$ cat src/rtl/id_decode_stage_if.sv
// Fetch->decode->execute handshake bundle for the RV32I decode stage.
// slave = the decode stage, master = the surrounding pipeline (fetch + execute).
interface id_decode_stage_if #(parameter int width = 32);
    logic             in_valid;
    logic             in_ready;
    logic [width-1:0] in_instr;
    logic [width-1:0] in_pc;
    logic             flush;
    logic             out_valid;
    logic             out_ready;
    logic [2:0]       out_aluOp;
    logic [3:0]       out_func;
    logic [4:0]       out_rs1;
    logic [4:0]       out_rs2;
    logic [4:0]       out_rd;
    logic [width-1:0] out_imm;
    logic             out_aluSrc;
    logic             out_regWrite;
    logic             out_memRead;
    logic             out_memWrite;
    logic [1:0]       out_branch;
    logic             out_illegal;
    logic [width-1:0] out_pc;

    modport slave (
        input  in_valid, in_instr, in_pc, flush, out_ready,
        output in_ready, out_valid, out_aluOp, out_func, out_rs1, out_rs2, out_rd, out_imm,
               out_aluSrc, out_regWrite, out_memRead, out_memWrite, out_branch, out_illegal, out_pc
    );

    modport master (
        output in_valid, in_instr, in_pc, flush, out_ready,
        input  in_ready, out_valid, out_aluOp, out_func, out_rs1, out_rs2, out_rd, out_imm,
               out_aluSrc, out_regWrite, out_memRead, out_memWrite, out_branch, out_illegal, out_pc
    );
endinterface

$ cat src/rtl/id_decode_stage.sv
// RV32I subset decode stage: one registered output slot (EMPTY/FULL), valid/ready
// on both sides, flush kills the held bundle and blocks acceptance for that cycle.
module id_decode_stage #(parameter int width = 32) (
    input  logic             clk,
    input  logic             reset,
    id_decode_stage_if.slave bus
);
    typedef struct packed {
        logic [2:0]       aluOp;
        logic [3:0]       func;
        logic [4:0]       rs1;
        logic [4:0]       rs2;
        logic [4:0]       rd;
        logic [width-1:0] imm;
        logic             aluSrc;
        logic             regWrite;
        logic             memRead;
        logic             memWrite;
        logic [1:0]       branch;
        logic             illegal;
        logic [width-1:0] pc;
    } bundle_t;

    typedef enum logic {EMPTY = 1'b0, FULL = 1'b1} state_t;

    state_t           r_state;
    bundle_t          r_bundle;
    bundle_t          w_dec;
    logic             w_accept;
    logic [2:0]       w_f3m;
    logic             w_f3ok;
    logic [6:0]       w_opcode;
    logic [2:0]       w_f3;
    logic [6:0]       w_f7;
    logic [width-1:0] w_instr;

    assign w_instr  = bus.in_instr;
    assign w_opcode = w_instr[6:0];
    assign w_f3     = w_instr[14:12];
    assign w_f7     = w_instr[31:25];

    assign bus.in_ready = ((r_state == EMPTY) | bus.out_ready) & ~bus.flush;
    assign w_accept     = bus.in_valid & bus.in_ready;

    // ALU func encodes or/xor swapped relative to RISC-V funct3
    always_comb begin
        w_f3m  = w_f3;
        w_f3ok = 1'b0;
        case (w_f3)
            3'b000: begin w_f3m = 3'b000; w_f3ok = 1'b1; end
            3'b100: begin w_f3m = 3'b110; w_f3ok = 1'b1; end
            3'b110: begin w_f3m = 3'b100; w_f3ok = 1'b1; end
            3'b111: begin w_f3m = 3'b111; w_f3ok = 1'b1; end
            default: ;
        endcase
    end

    always_comb begin
        w_dec     = '0;
        w_dec.rs1 = w_instr[19:15];
        w_dec.rs2 = w_instr[24:20];
        w_dec.rd  = w_instr[11:7];
        w_dec.pc  = bus.in_pc;
        case (w_opcode)
            7'b0110011: begin
                if ((w_f7 == 7'b0000000 && w_f3ok) || (w_f7 == 7'b0100000 && w_f3 == 3'b000)) begin
                    w_dec.aluOp    = 3'b010;
                    w_dec.func     = {w_instr[30], w_f3m};
                    w_dec.regWrite = 1'b1;
                end else begin
                    w_dec.illegal = 1'b1;
                end
            end
            7'b0010011: begin
                if (w_f3ok) begin
                    w_dec.aluOp    = 3'b010;
                    w_dec.func     = {1'b0, w_f3m};
                    w_dec.aluSrc   = 1'b1;
                    w_dec.regWrite = 1'b1;
                    w_dec.imm      = {{(width-12){w_instr[31]}}, w_instr[31:20]};
                end else begin
                    w_dec.illegal = 1'b1;
                end
            end
            7'b0000011: begin
                if (w_f3 == 3'b010) begin
                    w_dec.aluSrc   = 1'b1;
                    w_dec.memRead  = 1'b1;
                    w_dec.regWrite = 1'b1;
                    w_dec.imm      = {{(width-12){w_instr[31]}}, w_instr[31:20]};
                end else begin
                    w_dec.illegal = 1'b1;
                end
            end
            7'b0100011: begin
                if (w_f3 == 3'b010) begin
                    w_dec.aluSrc   = 1'b1;
                    w_dec.memWrite = 1'b1;
                    w_dec.imm      = {{(width-12){w_instr[31]}}, w_instr[31:25], w_instr[11:7]};
                end else begin
                    w_dec.illegal = 1'b1;
                end
            end
            7'b1100011: begin
                if (w_f3 == 3'b000 || w_f3 == 3'b001) begin
                    w_dec.aluOp  = 3'b001;
                    w_dec.branch = (w_f3 == 3'b000) ? 2'b01 : 2'b10;
                    w_dec.imm    = {{(width-13){w_instr[31]}}, w_instr[31], w_instr[7],
                                    w_instr[30:25], w_instr[11:8], 1'b0};
                end else begin
                    w_dec.illegal = 1'b1;
                end
            end
            default: w_dec.illegal = 1'b1;
        endcase
        if (w_dec.rd == 5'd0) w_dec.regWrite = 1'b0;
    end

    always_ff @(posedge clk) begin
        if (reset) begin
            r_state  <= EMPTY;
            r_bundle <= '0;
        end else if (bus.flush) begin
            r_state <= EMPTY;
        end else if (w_accept) begin
            r_state  <= FULL;
            r_bundle <= w_dec;
        end else if (bus.out_ready) begin
            r_state <= EMPTY;
        end
    end

    assign bus.out_valid    = (r_state == FULL);
    assign bus.out_aluOp    = r_bundle.aluOp;
    assign bus.out_func     = r_bundle.func;
    assign bus.out_rs1      = r_bundle.rs1;
    assign bus.out_rs2      = r_bundle.rs2;
    assign bus.out_rd       = r_bundle.rd;
    assign bus.out_imm      = r_bundle.imm;
    assign bus.out_aluSrc   = r_bundle.aluSrc;
    assign bus.out_regWrite = r_bundle.regWrite;
    assign bus.out_memRead  = r_bundle.memRead;
    assign bus.out_memWrite = r_bundle.memWrite;
    assign bus.out_branch   = r_bundle.branch;
    assign bus.out_illegal  = r_bundle.illegal;
    assign bus.out_pc       = r_bundle.pc;
endmodule

$ cat src/flat_wrapper.sv
// flat-port wrapper written by rule: the top's interface ports become plain ports
module id_decode_stage_flat 
#(parameter int width = 32)
  (clk, reset, bus_in_valid, bus_in_instr, bus_in_pc, bus_flush, bus_out_ready, bus_in_ready, bus_out_valid, bus_out_aluOp, bus_out_func, bus_out_rs1, bus_out_rs2, bus_out_rd, bus_out_imm, bus_out_aluSrc, bus_out_regWrite, bus_out_memRead, bus_out_memWrite, bus_out_branch, bus_out_illegal, bus_out_pc);
  id_decode_stage_if #(.width(width)) bus_i ();
  input  logic clk;
  input  logic reset;
  input wire logic [$bits(bus_i.in_valid)-1:0] bus_in_valid;
  input wire logic [$bits(bus_i.in_instr)-1:0] bus_in_instr;
  input wire logic [$bits(bus_i.in_pc)-1:0] bus_in_pc;
  input wire logic [$bits(bus_i.flush)-1:0] bus_flush;
  input wire logic [$bits(bus_i.out_ready)-1:0] bus_out_ready;
  output wire logic [$bits(bus_i.in_ready)-1:0] bus_in_ready;
  output wire logic [$bits(bus_i.out_valid)-1:0] bus_out_valid;
  output wire logic [$bits(bus_i.out_aluOp)-1:0] bus_out_aluOp;
  output wire logic [$bits(bus_i.out_func)-1:0] bus_out_func;
  output wire logic [$bits(bus_i.out_rs1)-1:0] bus_out_rs1;
  output wire logic [$bits(bus_i.out_rs2)-1:0] bus_out_rs2;
  output wire logic [$bits(bus_i.out_rd)-1:0] bus_out_rd;
  output wire logic [$bits(bus_i.out_imm)-1:0] bus_out_imm;
  output wire logic [$bits(bus_i.out_aluSrc)-1:0] bus_out_aluSrc;
  output wire logic [$bits(bus_i.out_regWrite)-1:0] bus_out_regWrite;
  output wire logic [$bits(bus_i.out_memRead)-1:0] bus_out_memRead;
  output wire logic [$bits(bus_i.out_memWrite)-1:0] bus_out_memWrite;
  output wire logic [$bits(bus_i.out_branch)-1:0] bus_out_branch;
  output wire logic [$bits(bus_i.out_illegal)-1:0] bus_out_illegal;
  output wire logic [$bits(bus_i.out_pc)-1:0] bus_out_pc;
  assign bus_i.in_valid = bus_in_valid;
  assign bus_i.in_instr = bus_in_instr;
  assign bus_i.in_pc = bus_in_pc;
  assign bus_i.flush = bus_flush;
  assign bus_i.out_ready = bus_out_ready;
  assign bus_in_ready = bus_i.in_ready;
  assign bus_out_valid = bus_i.out_valid;
  assign bus_out_aluOp = bus_i.out_aluOp;
  assign bus_out_func = bus_i.out_func;
  assign bus_out_rs1 = bus_i.out_rs1;
  assign bus_out_rs2 = bus_i.out_rs2;
  assign bus_out_rd = bus_i.out_rd;
  assign bus_out_imm = bus_i.out_imm;
  assign bus_out_aluSrc = bus_i.out_aluSrc;
  assign bus_out_regWrite = bus_i.out_regWrite;
  assign bus_out_memRead = bus_i.out_memRead;
  assign bus_out_memWrite = bus_i.out_memWrite;
  assign bus_out_branch = bus_i.out_branch;
  assign bus_out_illegal = bus_i.out_illegal;
  assign bus_out_pc = bus_i.out_pc;
  id_decode_stage #(.width(width)) u_core (.clk(clk), .reset(reset), .bus(bus_i));
endmodule
$ cat config.mk
export PLATFORM = sky130hd
export DESIGN_NAME = id_decode_stage_flat
export DESIGN_NICKNAME = d
export VERILOG_FILES = /design/src/rtl/id_decode_stage_if.sv /design/src/rtl/id_decode_stage.sv /design/src/flat_wrapper.sv
export SDC_FILE = /design/constraint.sdc
export NUM_CORES = 1
export LEC_CHECK = 0
export CORE_ASPECT_RATIO = 1.2
export CORE_MARGIN = 5
export CORE_UTILIZATION = 35
export DETAILED_ROUTE_END_ITERATION = 16
export PLACE_DENSITY = 0.76
export SETUP_SLACK_MARGIN = 0.15
export SYNTH_ARGS = -nofsm -noshare
export SYNTH_HDL_FRONTEND = slang
export SYNTH_SLANG_ARGS = --single-unit
export TNS_END_PERCENT = 50
$ cat constraint.sdc
create_clock -name clk -period 1.6 [get_ports clk]
set_clock_uncertainty 0.2 [all_clocks]
set_input_delay 0.32 -clock clk [delete_from_list [all_inputs] [get_ports clk]]
set_output_delay 0.32 -clock clk [all_outputs]
set_load 0.1 [all_outputs]
---- Yosys cells after proc, flatten, opt, wreduce, memory -nomap -nowiden ----
Index checks and enable logic that the tools add are counted.
W data, S select, Z words.
operators by class
  bitwise operators ....................... 5
  reduce and logical (&&, ||, !) cells .... 12
  muxes and demuxes ....................... 29
  equality and inequality tests ........... 11
operators by type and width
  kind                  number
  $pmux W32 S4          1
  $mux W35              1
  $mux W34              1
  $mux W33              1
  $mux W32              1
  $eq A7 B6 Y1 const B  3
  $mux W1               13
  $mux W6               2
  $pmux W3 S4           1
  $eq A3 B3 Y1 const B  3
  $pmux W4 S2           1
  $eq A7 B2 Y1 const B  1
  $eq A7 B5 Y1 const B  1
  $eq A7 B7 Y1 const B  1
  $logic_not A7 Y1      1
  $mux W2               3
  $pmux W1 S3           2
  $pmux W2 S3           1
  $logic_not A5 Y1      1
  $pmux W1 S4           1
  $reduce_or A2 Y1      2
  $reduce_or A4 Y1      1
  $eq A3 B1 Y1 const B  1
  $eq A3 B2 Y1 const B  1
  8 further kinds       12
storage, ports and cells
  output and inout bits ................... 95
  register bits ........................... 94
  input port bits ......................... 69
  logic and storage cells ................. 71

---- Depth between registers and ports, before layout ----
Gate-level depths: netlist (run 1).
  depth in word-level cells ............... 8
  depth in mapped cells ................... 7
  mapped depth without buffers ............ 5

---- Worst setup path after synthesis (run 1) ----
OpenSTA, ideal clock, no wires.
  path type ............................... reg2out
  start ................................... register u_core.r_state, in the netlist u_core.bus.out_valid
  end ..................................... output bus_in_ready
  path buffers ............................ 0
  cell stages (with the launch flop) ...... 3
  setup slack ............................. -1103 ps
  arrival ................................. 2183 ps
  data required time ...................... 1080 ps
  cells stage by stage .................... dfxtp_1 nor2b_1 nor2_1
between the ends
  cells in the longest elaborated chain, start to end .. 3
ends and longest elaborated chain
  element                 RTL line                source
  from (decl)             id_decode_stage.sv:26   state_t r_state;
  from (signal assigned)  id_decode_stage.sv:121  r_state <= EMPTY;
  from (signal assigned)  id_decode_stage.sv:124  r_state <= EMPTY;
  from (signal assigned)  id_decode_stage.sv:126  r_state <= FULL;
  $not A1 Y1              id_decode_stage.sv:42   assign bus.in_ready = ((r_state == EMPTY) | bus.out_ready) & ~bus.flush;
  $or A1 B1 Y1            id_decode_stage.sv:42
  $and A1 B1 Y1           id_decode_stage.sv:42
  to (decl)               flat_wrapper.sv:13      output wire logic [$bits(bus_i.in_ready)-1:0] bus_in_ready;
No other way between the ends.

---- Worst setup path after layout (run 1) ----
  start ................................... register u_core.r_state, in the netlist u_core.bus.out_valid
  end ..................................... register u_core.r_bundle, in the netlist u_core.bus.out_imm[4]
between the ends
  cells in the longest elaborated chain, start to end .. 5
ends and longest elaborated chain
  element                             RTL line                source
  $not A1 Y1                          id_decode_stage.sv:42
  $or A1 B1 Y1                        id_decode_stage.sv:42
  $and A1 B1 Y1                       id_decode_stage.sv:42
  $and A1 B1 Y1                       id_decode_stage.sv:43   assign w_accept = bus.in_valid & bus.in_ready;
  $reduce_and A2 Y1 (no source line)  --
  to (signal assigned)                id_decode_stage.sv:127  r_bundle <= w_dec;
  to (decl)                           id_decode_stage.sv:27   bundle_t r_bundle;
No other way between the ends.
A chain may end at the register's enable or synchronous reset.

==> results.md, run 1 <==
- Final-layout setup total negative slack: -1340 ps
- Routed length per placed instance: 18.0 µm
- Vias per std cell: 5.07
- # setup viols final: 34
- Post-Synthesis Net Count: 441
- Number of buffers inserted for hold repair after clock tree synthesis: 0
- Upper clock frequency limit: 0.591 GHz
- Depth of the most critical reg-to-reg path: 6
- PortBufs: 162
- I/O pin count: 164
- Standard-cell row count: 37
- Worst setup EP type: register
- Post-CTS clock slew at the launch and capture registers of the worst setup and hold paths: 70 ps
- Final HPWL DP: 8.30 mm
- Overall overflow remaining after global route: 0
- Worst Hold Path Cells: 2
- Number of hold violations in the final report: 0
- Buffers from clock root to sink, at most: 2
- Number of register bits inferred by synthesis: 74
- Leakage dissipation: 2.69 nW
- Detailed-router iteration count before antenna repair: 6
- Antenna-violating nets left: 0
- Number of violations reported at the end of detailed-routing iteration 0: 204
- Critical path required time: 1610 ps
- Minimum period implied by the final worst setup slack: 1690 ps
- Gate count of the mapped netlist: 372
- Area inside the core boundary: 8560 µm²
- Highest ir drop seen on vdd: 0.000573 V
- Warnings, synthesis: 0
- Area share of the largest cell type after synthesis: 48.4%
- Crit path DAT: 1700 ps
- Violated checks: setup timing
- Max capacitance violation total: 0
- Startpoint of the most critical register-to-register path: u_core.bus.out_valid
- Post-route clock period utilization: 106%
- Cell accounting for the most synthesized area: dfxtp_1
- Synthesized area divided by synthesized cell count: 8.22 µm²
- Worst setup SP type: register
- Fraction of layout instances using a drive strength above 1: 49.9%
- Clock latency at the later pin of the worst-skew pair: 340 ps
- Post-synthesis async set-or-reset flop share: 0%
- Most frequent cell after synthesis: nand2_1
- Detailed-route wire length: 12.4 mm
- Post-Syn Area: 3060 µm²
- Ranking of synthesized cells by instance count: nand2_1 (105), dfxtp_1 (74), a21oi_1 (58), buf_4 (20)
- Dominant cells by area after synthesis: dfxtp_1 (48%), nand2_1 (13%), a21oi_1 (9.5%), buf_4 (4.9%), a22o_1 (2.6%)
- Peak fanout along the critical path: 17
- Total via count after detailed routing: 3489
- Worst-case hold path end point: u_core.bus.out_imm[8]
- DIE WIDTH: 95.3 µm
- Net total in the final layout: 635
- Layout Cells excl Fill: 688
- Total power consumption of the routed design: 0.00472 W
- RePlAce Congestion: 0.902
- Area Overhead vs Synth: 119%
- Setup repair after global routing missed its margin: yes
- Number of enable flip-flop cells after synthesis: 0
- Worst setup slack for register-to-register paths: -90 ps
- Number of H-tree levels: 3
- Total routing usage reported by global routing: 21.3%
- Worst Setup Slack, final: -90.7 ps
- Outcome: finished with violations
- Hold crit path type: in -> reg
- Post-synth cell types: 47
- Power density over the cells: 705 nW/µm²
- Placed cell count: 651
- Number of diodes: 0
- TritonCTS clock tree: done
- Overall die height: 112 µm
- Area enclosed by the die boundary: 10700 µm²
- DRC: 0
- Wire length of the first global-routing pass: 17.7 mm
- Number of antenna violations at the first check in global routing: 0
- Capturing point of the worst reg2reg path: u_core.bus.out_imm[4]
- Via count of the first global-routing pass: 3533
- CTS buffer count: 9
- Crit Path Category: reg -> reg
- Clock Sink Count: 74
- Pin count of the biggest net entering global routing: 35
- Post-synth top flop: dfxtp_1
- Number of max-slew violations in the final report: 0
- CTS Root Buffer Type: clkbuf_8
- Core Util, Final: 78.2%
- Initial Utilization: 35.7%
- Worst Hold Launch: bus_in_instr[28]
- Sequential cell area fraction in the yosys report: 48.4%
per-stage QoR:
stage / cell area [µm²] / hold slack, ps / worst slack [ps]
3_5_place_dp: 5940 / 285 / -749
5_1_grt: 6700 / 60.1 / -156
6_report: 6700 / 47.5 / -90.7
2_1_floorplan: 3230 / 189 / -134
4_1_cts: 6460 / 77.6 / -65.3
3_3_place_gp: 5940 / 279 / -665
area by class of cell:
class | instances | area (µm²)
tap | 117 | 146
inverter | 4 | 15.0
sequential | 74 | 1550
timing repair buffer | 225 | 3170
clock inverter | 2 | 35.0
multi-input combinational | 252 | 1620
clock buffer | 14 | 163
fill | 508 | 1870
power by group:
group	switching (W)	total, W	internal, W
clock	0.000663	0.00147	0.000807
sequential	0.0000635	0.00197	0.00190
combinational	0.000760	0.00129	0.000526
critical path, cell delays in order, from the launching register on:
cell and delay [ps]:
dfxtp_4 350, buf_6 120, nand2b_4 70, nand3_4 90, buf_4 220, a222oi_1 400
nor3_1 110
cell families (layout without fill, tap and decap cells):
logic type / count (synthesis) / after routing / synth area share, %
AND/OR/NAND/NOR: 160 / 161 / 24.9
AO/OA/AOI/OAI: 90 / 90 / 18.1
flip-flops: 74 / 74 / 48.4
buffers and inverters: 47 / 245 / 8.38
other: 1 / 1 / 0.123
routing by layer:
layer | part of all wire (%) | global-route usage, % | routed length, µm
met5 | 0 | 0 | 0
met1 | 33 | 20.0 | 4080
met2 | 54 | 39.2 | 6630
met3 | 9.7 | 8.18 | 1190
met4 | 3.6 | 10.4 | 444
cells in the final DEF (no fill, tap or decap), types with 4 or more instances in the layout:
cell / Yosys / final
inv_1: 4 / 4
buf_2: 2 / 4
buf_16: 0 / 9
nand2_1: 105 / 95
a22o_1: 9 / 9
dlygate4sd2_1: 0 / 7
nor2_1: 14 / 9
clkbuf_2: 2 / 8
nand2_2: 0 / 7
clkdlybuf4s50_1: 0 / 44
buf_6: 0 / 12
a21oi_2: 1 / 6
clkbuf_8: 0 / 11
dfxtp_1: 74 / 29
dfxtp_2: 0 / 42
nand2b_4: 1 / 4
buf_4: 20 / 45
nor3_1: 9 / 7
buf_12: 0 / 91
nor2_4: 0 / 4
a21oi_1: 58 / 52
how the worst max path moves through the flow:
stage	depth (start not counted)	slack [ps]	end	startpoint
floorplan	1	-130	bus_out_imm[13]	u_core.bus.out_imm[30]
global route	6	-160	u_core.bus.out_imm[4]	u_core.bus.out_valid
CTS	6	-70	u_core.bus.out_func[2]	u_core.bus.out_valid
global placement	8	-660	u_core.bus.out_imm[2]	bus_in_instr[12]
finish	6	-90	u_core.bus.out_imm[4]	u_core.bus.out_valid
detailed placement	6	-750	u_core.bus.out_regWrite	bus_in_instr[4]
sequential cells by signal, indices dropped and copies added (netlist names):
register	flops
u_core.bus.out_branch	2
u_core.bus.out_rs1	5
u_core.bus.out_aluOp	2
u_core.bus.out_rs2	5
u_core.bus.out_pc	32
u_core.bus.out_valid	1
u_core.bus.out_imm	13
u_core.bus.out_func	4
u_core.bus.out_regWrite	1
u_core.bus.out_memWrite	1
u_core.bus.out_aluSrc	1
u_core.bus.out_rd	5
u_core.bus.out_illegal	1
u_core.bus.out_memRead	1
timing repair:
item	4_1_cts	5_1_grt
pin swaps	25	33
gates resized for setup	117	67
cloned	1	1
buffers inserted	10	9
setup endpoints to repair	135	132
No activity file was read; power rests on OpenSTA's default activity.
==> inputs of run 2 (changes only) <==
--- a/config.mk
+++ b/config.mk
@@ -9,6 +9,7 @@
 export CORE_MARGIN = 5
 export CORE_UTILIZATION = 35
 export DETAILED_ROUTE_END_ITERATION = 16
+export GPL_ROUTABILITY_DRIVEN = 0
 export PLACE_DENSITY = 0.76
 export SETUP_SLACK_MARGIN = 0.15
 export SYNTH_ARGS = -nofsm -noshare
==> results of run 2 <==
Final layout, timing and power as in run 1 (identical DEF).
==> inputs of run 3 (changes only) <==
--- a/config.mk
+++ b/config.mk
@@ -10,6 +10,7 @@
 export CORE_UTILIZATION = 35
 export DETAILED_ROUTE_END_ITERATION = 16
 export GPL_ROUTABILITY_DRIVEN = 0
+export HOLD_SLACK_MARGIN = 0.03
 export PLACE_DENSITY = 0.76
 export SETUP_SLACK_MARGIN = 0.15
 export SYNTH_ARGS = -nofsm -noshare
==> results of run 3 <==
Final layout, timing and power as in run 1 (identical DEF).
